`src/rtl/rtc_pkg.sv`:
```
// Shared constants, address map and FSM types for the RTC register
// scheduler and its storage bank.
package rtc_pkg;

   localparam int NUM_REGS   = 10;
   localparam int DATA_WIDTH = 8;
   localparam int ADDR_WIDTH = 4;

   localparam logic [ADDR_WIDTH-1:0] A_TIME_LO  = 4'd0;
   localparam logic [ADDR_WIDTH-1:0] A_TIME_HI  = 4'd2;
   localparam logic [ADDR_WIDTH-1:0] A_DATE_LO  = 4'd3;
   localparam logic [ADDR_WIDTH-1:0] A_DATE_HI  = 4'd5;
   localparam logic [ADDR_WIDTH-1:0] A_TIMER_LO = 4'd6;
   localparam logic [ADDR_WIDTH-1:0] A_TIMER_HI = 4'd8;
   localparam logic [ADDR_WIDTH-1:0] A_CTRL     = 4'd9;

   localparam int GRP_TIME  = 0;
   localparam int GRP_DATE  = 1;
   localparam int GRP_TIMER = 2;

   typedef enum logic [2:0] {
      S_IDLE,
      S_GRANT,
      S_WAIT_BLANK,
      S_WRITE,
      S_ACK
   } state_e;

   typedef enum logic {
      SRC_RTC,
      SRC_ED
   } src_e;

   // Control register and out-of-range addresses belong to no group.
   function automatic logic [2:0] grp_of(input logic [ADDR_WIDTH-1:0] a);
      logic [2:0] g;
      g = 3'b000;
      if (a <= A_TIME_HI)
         g[GRP_TIME] = 1'b1;
      else if (a >= A_DATE_LO && a <= A_DATE_HI)
         g[GRP_DATE] = 1'b1;
      else if (a >= A_TIMER_LO && a <= A_TIMER_HI)
         g[GRP_TIMER] = 1'b1;
      return g;
   endfunction

endpackage

```
`src/rtl/rtc_reg_bank.sv`:
```
// RTC register storage: one write port, one registered read port that
// returns zero for addresses beyond the bank.
module rtc_reg_bank
   import rtc_pkg::*;
#(
   parameter int NUM_REGS   = rtc_pkg::NUM_REGS,
   parameter int DATA_WIDTH = rtc_pkg::DATA_WIDTH
) (
   input  logic                  clk,
   input  logic                  rst_ni,
   input  logic                  we_i,
   input  logic [ADDR_WIDTH-1:0] waddr_i,
   input  logic [DATA_WIDTH-1:0] wdata_i,
   input  logic [ADDR_WIDTH-1:0] raddr_i,
   output logic [DATA_WIDTH-1:0] rdata_o
);

   logic [DATA_WIDTH-1:0] mem_q [NUM_REGS];
   logic [DATA_WIDTH-1:0] rdata_q;
   logic                  wr_ok;
   logic                  rd_ok;

   assign wr_ok   = we_i && (int'(waddr_i) < NUM_REGS);
   assign rd_ok   = int'(raddr_i) < NUM_REGS;
   assign rdata_o = rdata_q;

   always_ff @(posedge clk or negedge rst_ni) begin
      if (!rst_ni) begin
         for (int i = 0; i < NUM_REGS; i++)
            mem_q[i] <= '0;
      end else if (wr_ok) begin
         mem_q[waddr_i] <= wdata_i;
      end
   end

   // Reads see the array before this edge's write: no bypass.
   always_ff @(posedge clk or negedge rst_ni) begin
      if (!rst_ni)
         rdata_q <= '0;
      else
         rdata_q <= rd_ok ? mem_q[raddr_i] : '0;
   end

endmodule

```
`src/rtl/rtc_reg_sched.sv`:
```
// RTC register scheduler: arbitrates RTC readback and user edits into
// the register bank, deferring each write to display blanking.
module rtc_reg_sched
   import rtc_pkg::*;
#(
   parameter int NUM_REGS   = rtc_pkg::NUM_REGS,
   parameter int DATA_WIDTH = rtc_pkg::DATA_WIDTH
) (
   input  logic                  clk,
   input  logic                  reset,
   input  logic                  v_sync,
   input  logic                  rtc_req,
   input  logic [ADDR_WIDTH-1:0] rtc_addr,
   input  logic [DATA_WIDTH-1:0] rtc_data,
   output logic                  rtc_ack,
   input  logic                  ed_req,
   input  logic [ADDR_WIDTH-1:0] ed_addr,
   input  logic [DATA_WIDTH-1:0] ed_data,
   output logic                  ed_ack,
   output logic                  err,
   input  logic [ADDR_WIDTH-1:0] disp_addr,
   output logic [DATA_WIDTH-1:0] disp_data,
   output logic [2:0]            upd_flags
);

   state_e                state_q;
   src_e                  win_q;
   src_e                  last_q;
   src_e                  pick;
   logic [ADDR_WIDTH-1:0] addr_q;
   logic [DATA_WIDTH-1:0] data_q;
   logic                  rtc_ack_q;
   logic                  ed_ack_q;
   logic                  err_q;
   logic                  vs_q;
   logic [2:0]            flags_q;
   logic [2:0]            flags_d;
   logic                  any_req;
   logic                  addr_ok;
   logic                  we;
   logic                  vs_rise;

   assign any_req = rtc_req | ed_req;
   assign addr_ok = int'(addr_q) < NUM_REGS;
   assign we      = (state_q == S_WRITE) && addr_ok;
   assign vs_rise = v_sync & ~vs_q;

   assign rtc_ack   = rtc_ack_q;
   assign ed_ack    = ed_ack_q;
   assign err       = err_q;
   assign upd_flags = flags_q;

   // On a tie the requester not served last wins.
   always_comb begin
      pick = ed_req ? SRC_ED : SRC_RTC;
      if (rtc_req && ed_req)
         pick = (last_q == SRC_RTC) ? SRC_ED : SRC_RTC;
   end

   // A write in the frame-start cycle keeps its group bit.
   always_comb begin
      flags_d = vs_rise ? 3'b000 : flags_q;
      if (we)
         flags_d = flags_d | grp_of(addr_q);
   end

   always_ff @(posedge clk or negedge reset) begin
      if (!reset) begin
         state_q   <= S_IDLE;
         win_q     <= SRC_RTC;
         last_q    <= SRC_RTC;
         addr_q    <= '0;
         data_q    <= '0;
         rtc_ack_q <= 1'b0;
         ed_ack_q  <= 1'b0;
         err_q     <= 1'b0;
         vs_q      <= 1'b1;
         flags_q   <= 3'b000;
      end else begin
         rtc_ack_q <= 1'b0;
         ed_ack_q  <= 1'b0;
         err_q     <= 1'b0;
         vs_q      <= v_sync;
         flags_q   <= flags_d;
         unique case (state_q)
            S_IDLE: begin
               if (any_req)
                  state_q <= S_GRANT;
            end
            S_GRANT: begin
               if (!any_req) begin
                  state_q <= S_IDLE;
               end else begin
                  win_q   <= pick;
                  last_q  <= pick;
                  addr_q  <= (pick == SRC_ED) ? ed_addr : rtc_addr;
                  data_q  <= (pick == SRC_ED) ? ed_data : rtc_data;
                  state_q <= v_sync ? S_WAIT_BLANK : S_WRITE;
               end
            end
            S_WAIT_BLANK: begin
               if (!v_sync)
                  state_q <= S_WRITE;
            end
            S_WRITE: begin
               rtc_ack_q <= (win_q == SRC_RTC);
               ed_ack_q  <= (win_q == SRC_ED);
               err_q     <= ~addr_ok;
               state_q   <= S_ACK;
            end
            S_ACK: begin
               state_q <= S_IDLE;
            end
            default: begin
               state_q <= S_IDLE;
            end
         endcase
      end
   end

   rtc_reg_bank #(
      .NUM_REGS   (NUM_REGS),
      .DATA_WIDTH (DATA_WIDTH)
   ) u_bank (
      .clk     (clk),
      .rst_ni  (reset),
      .we_i    (we),
      .waddr_i (addr_q),
      .wdata_i (data_q),
      .raddr_i (disp_addr),
      .rdata_o (disp_data)
   );

endmodule

```
`config.mk`:
```
export PLATFORM = sky130hd
export DESIGN_NAME = rtc_reg_sched
export DESIGN_NICKNAME = d
export VERILOG_FILES = /design/src/rtl/rtc_pkg.sv /design/src/rtl/rtc_reg_bank.sv /design/src/rtl/rtc_reg_sched.sv
export SDC_FILE = /design/constraint.sdc
export NUM_CORES = 1
export LEC_CHECK = 0
export CAP_MARGIN = 20
export CELL_PAD_IN_SITES_DETAIL_PLACEMENT = 2
export CELL_PAD_IN_SITES_GLOBAL_PLACEMENT = 2
export CORE_MARGIN = 8
export CORE_UTILIZATION = 39
export CTS_BUF_LIST = sky130_fd_sc_hd__clkbuf_4 sky130_fd_sc_hd__clkbuf_8
export CTS_CLUSTER_SIZE = 8
export DETAILED_ROUTE_END_ITERATION = 8
export PLACE_DENSITY = 0.81
export SETUP_SLACK_MARGIN = 0.4
export SYNTH_ARGS = -nofsm -noshare
export SYNTH_HDL_FRONTEND = slang
export SYNTH_SLANG_ARGS = --single-unit
```
`constraint.sdc`:
```
create_clock -name clk -period 4.4 [get_ports clk]
set_input_delay 0.88 -clock clk [delete_from_list [all_inputs] [get_ports clk]]
set_output_delay 0.88 -clock clk [all_outputs]
set_load 0.05 [all_outputs]
```
==> metrics.txt <==
run status finished, final reports clean; postcts setup bufs 0; global-route usage over all layers 16.5%; Leakage 2.65 nW; Cell Int Power 2.32 mW; Initial DRC Count 151; synthesized instance count 350; Synth warnings 0; largest area contributor in the netlist dfrtp_1; Synth top area share 54.6%; Rel. slew slack 43.9%; core area 12,600 sq um; r2r worst-path depth 4; RSZ-0062 raised after global routing no; standard-cell rows 41; H-tree depth 3; global-route wire length before repair 20,800 um; critical path peak fanout 1; initial core utilization 39.9%; fmax 0.407 GHz; Sink Count 111; Area Overhead vs Synth 16.7%; clock network fraction of total power 21.4%; most frequent cell after synthesis mux2_2; main flop type after synthesis dfrtp_1; reg2reg end u_bank.mem_q[62]$_DFFE_PN0P_; Num CTS Buffers 9; synthesized cell area 5040 sq um; synthesized flop and latch total 111; final WL 13,000 um; Clock Path Buffers 2; Psw 1.17 mW; Tmin final 2.46 ns; Detail Route Antenna Nets 0; post-DR wirelength/cell 23.0 um; PwrDens 594 nW/um^2; post-synthesis sequential area ratio 55.1%; routed vias/inst 5.43; Hold Path Class primary input to asynchronous set/reset pin; vias in the first global route 3,569; RR Startpoint state_q[2]$_DFFE_PN0P_; CP Buf/Inv Count 1; Setup-failing EPs final 0; crit end category output port; die area 16,800 sq um; post_cts resized 0; Worst EP required 3.52 ns; diode count 0; Setup Total Neg Slack 0 ns; Critical Path AT 1.58 ns; slowest stage delay, CP 0.84 ns; EDFF count, synth 0; Syn Area/Cell 14.4 sq um; setup slack, reg-to-reg 2.12 ns; post-DP HPWL 9030 um; combinational power share 29.3%; maximum vdd drop 0.204 mV; Post-synth ARST share 100%; Final Hold Viols 0; root buffer cell clkbuf_8; die width 130 um; clock-pin slew on the worst setup and hold paths 0.11 ns; top cells by area, synth dfrtp_1 55%, mux2_2 26%, mux4_2 2.2%; Flop pwr share 49.3%; number of remaining DRC errors 0; cell depth of the worst setup path 1; post-synth cell types 42; Die Ht 130 um; final worst-path cycle share 55.8%; MaxCap Viol Count 0; Commonest cells post-synth 116 x mux2_2, 110 x dfrtp_1, 13 x nor2b_1; GRT overflow 0; Worst Skew 0.0168 ns; worst skew pair latency 0.38 ns; largest net degree at the start of global routing 42; slew of the pin with the lowest slew margin 0.837 ns; crit path launch type flip-flop; share of post-route cells with drive strength above 1 39.8%; CTS tree done; initial antenna violation count 0; cell family with most CP delay buffers and inverters; Final nets 422; Boundary Pins 47; CP Class flip-flop to output port; GP Congestion 0.755; port bufs 46; max-slew violation count 0; final worst slack 1.94 ns; hold buffer count at cts 0; Sw Share 33.6%; cells along the critical path clkdlybuf4s50_1; DP Worst Slack 1.39 ns; Synthesized Nets 383; via count 3,076; slowest cell on the critical path clkdlybuf4s50_1; TritonRoute pass-1 iters 4
==> flip-flops by register name (all words and copies together), names as in the netlist <==
| name | count |
|---|---|
| data_q | 8 |
| rtc_ack | 1 |
| vs_q | 1 |
| last_q | 1 |
| u_bank.rdata_o | 8 |
| addr_q | 4 |
| state_q | 3 |
| ed_ack | 1 |
| upd_flags | 3 |
| u_bank.mem_q | 80 |
| err | 1 |
==> placed cells by master, fill, tap and decap left out, types with 2 or more instances in the layout <==
cell type | synthesis | final
clkdlybuf4s50_1 | 0 | 44
o32ai_1 | 4 | 4
a211oi_1 | 7 | 7
dfrtp_1 | 110 | 110
mux4_2 | 5 | 5
a21oi_1 | 2 | 2
nand2_1 | 10 | 10
o41ai_1 | 3 | 3
mux2_2 | 116 | 116
nand2b_1 | 4 | 4
mux2i_1 | 9 | 9
o22ai_1 | 8 | 8
clkbuf_8 | 0 | 10
bufinv_16 | 0 | 3
mux2_1 | 2 | 2
buf_4 | 6 | 5
nor2_1 | 5 | 5
nand3_2 | 4 | 4
a2111oi_0 | 3 | 3
o21bai_1 | 2 | 2
nor2b_1 | 13 | 13
nand4_2 | 2 | 2
==> how the worst max path moves through the flow <==
stage | start | end | slack, ns
2_1_floorplan | ed_req | addr_q[0]$_DFFE_PN0P_ | 2.18
3_3_place_gp | ed_req | data_q[2]$_DFFE_PN0P_ | 1.49
3_5_place_dp | ed_req | data_q[1]$_DFFE_PN0P_ | 1.39
4_1_cts | ed_req | data_q[1]$_DFFE_PN0P_ | 1.78
5_1_grt | ed_req | data_q[1]$_DFFE_PN0P_ | 1.90
6_report | ed_ack$_DFF_PN0_ | ed_ack | 1.94
==> layout make-up <==
cell class	count	area, sq um
Tap cell	172	215
Timing Repair Buffer	51	494
Inverter	1	3.75
Multi-Input combinational cell	215	2140
Clock inverter	6	115
Fill cell	1232	6740
Clock buffer	10	138
Sequential cell	111	2780
==> power by group through the flow <==
stage	combinational, mW	sequential [mW]	clock, mW
2_1_floorplan	0.759	1.64	0
3_3_place_gp	0.970	1.69	0
3_5_place_dp	1.02	1.74	0
4_1_cts	1.03	1.73	0.766
5_1_grt	1.10	1.78	0.793
6_report	1.03	1.72	0.747
==> stage by stage <==
step                      hold WS [ns]  std cells  power (mW)  util (%)  area, sq um
after floorplan                  0.428        350        2.40         -         5040
after CTS                        0.487        565        3.52      46.5         5870
final                            0.479        566        3.50      46.6         5880
after detailed placement         0.471        549        2.76      44.5         5620
after global placement           0.468        549        2.66      44.5         5620
after global routing             0.503        566        3.68      46.6         5880
==> per-layer routing <==
layer,routed length [um],global-route usage [%],up-vias,share of wire [%]
met4,185,5.74,0,1.4
met1,5800,20.5,1647,45
li1,-,-,1374,-
met5,0,0,-,0
met3,309,1.96,12,2.4
met2,6700,29.2,43,52
==> cell families after synthesis <==
family,count (synthesis),share of synthesized area [%]
flops,111,55.1
buf+inv,24,2.51
mux,132,30.4
simple gates,48,6.83
compound gates,35,5.16
No activity file was read; power rests on OpenSTA's default activity.
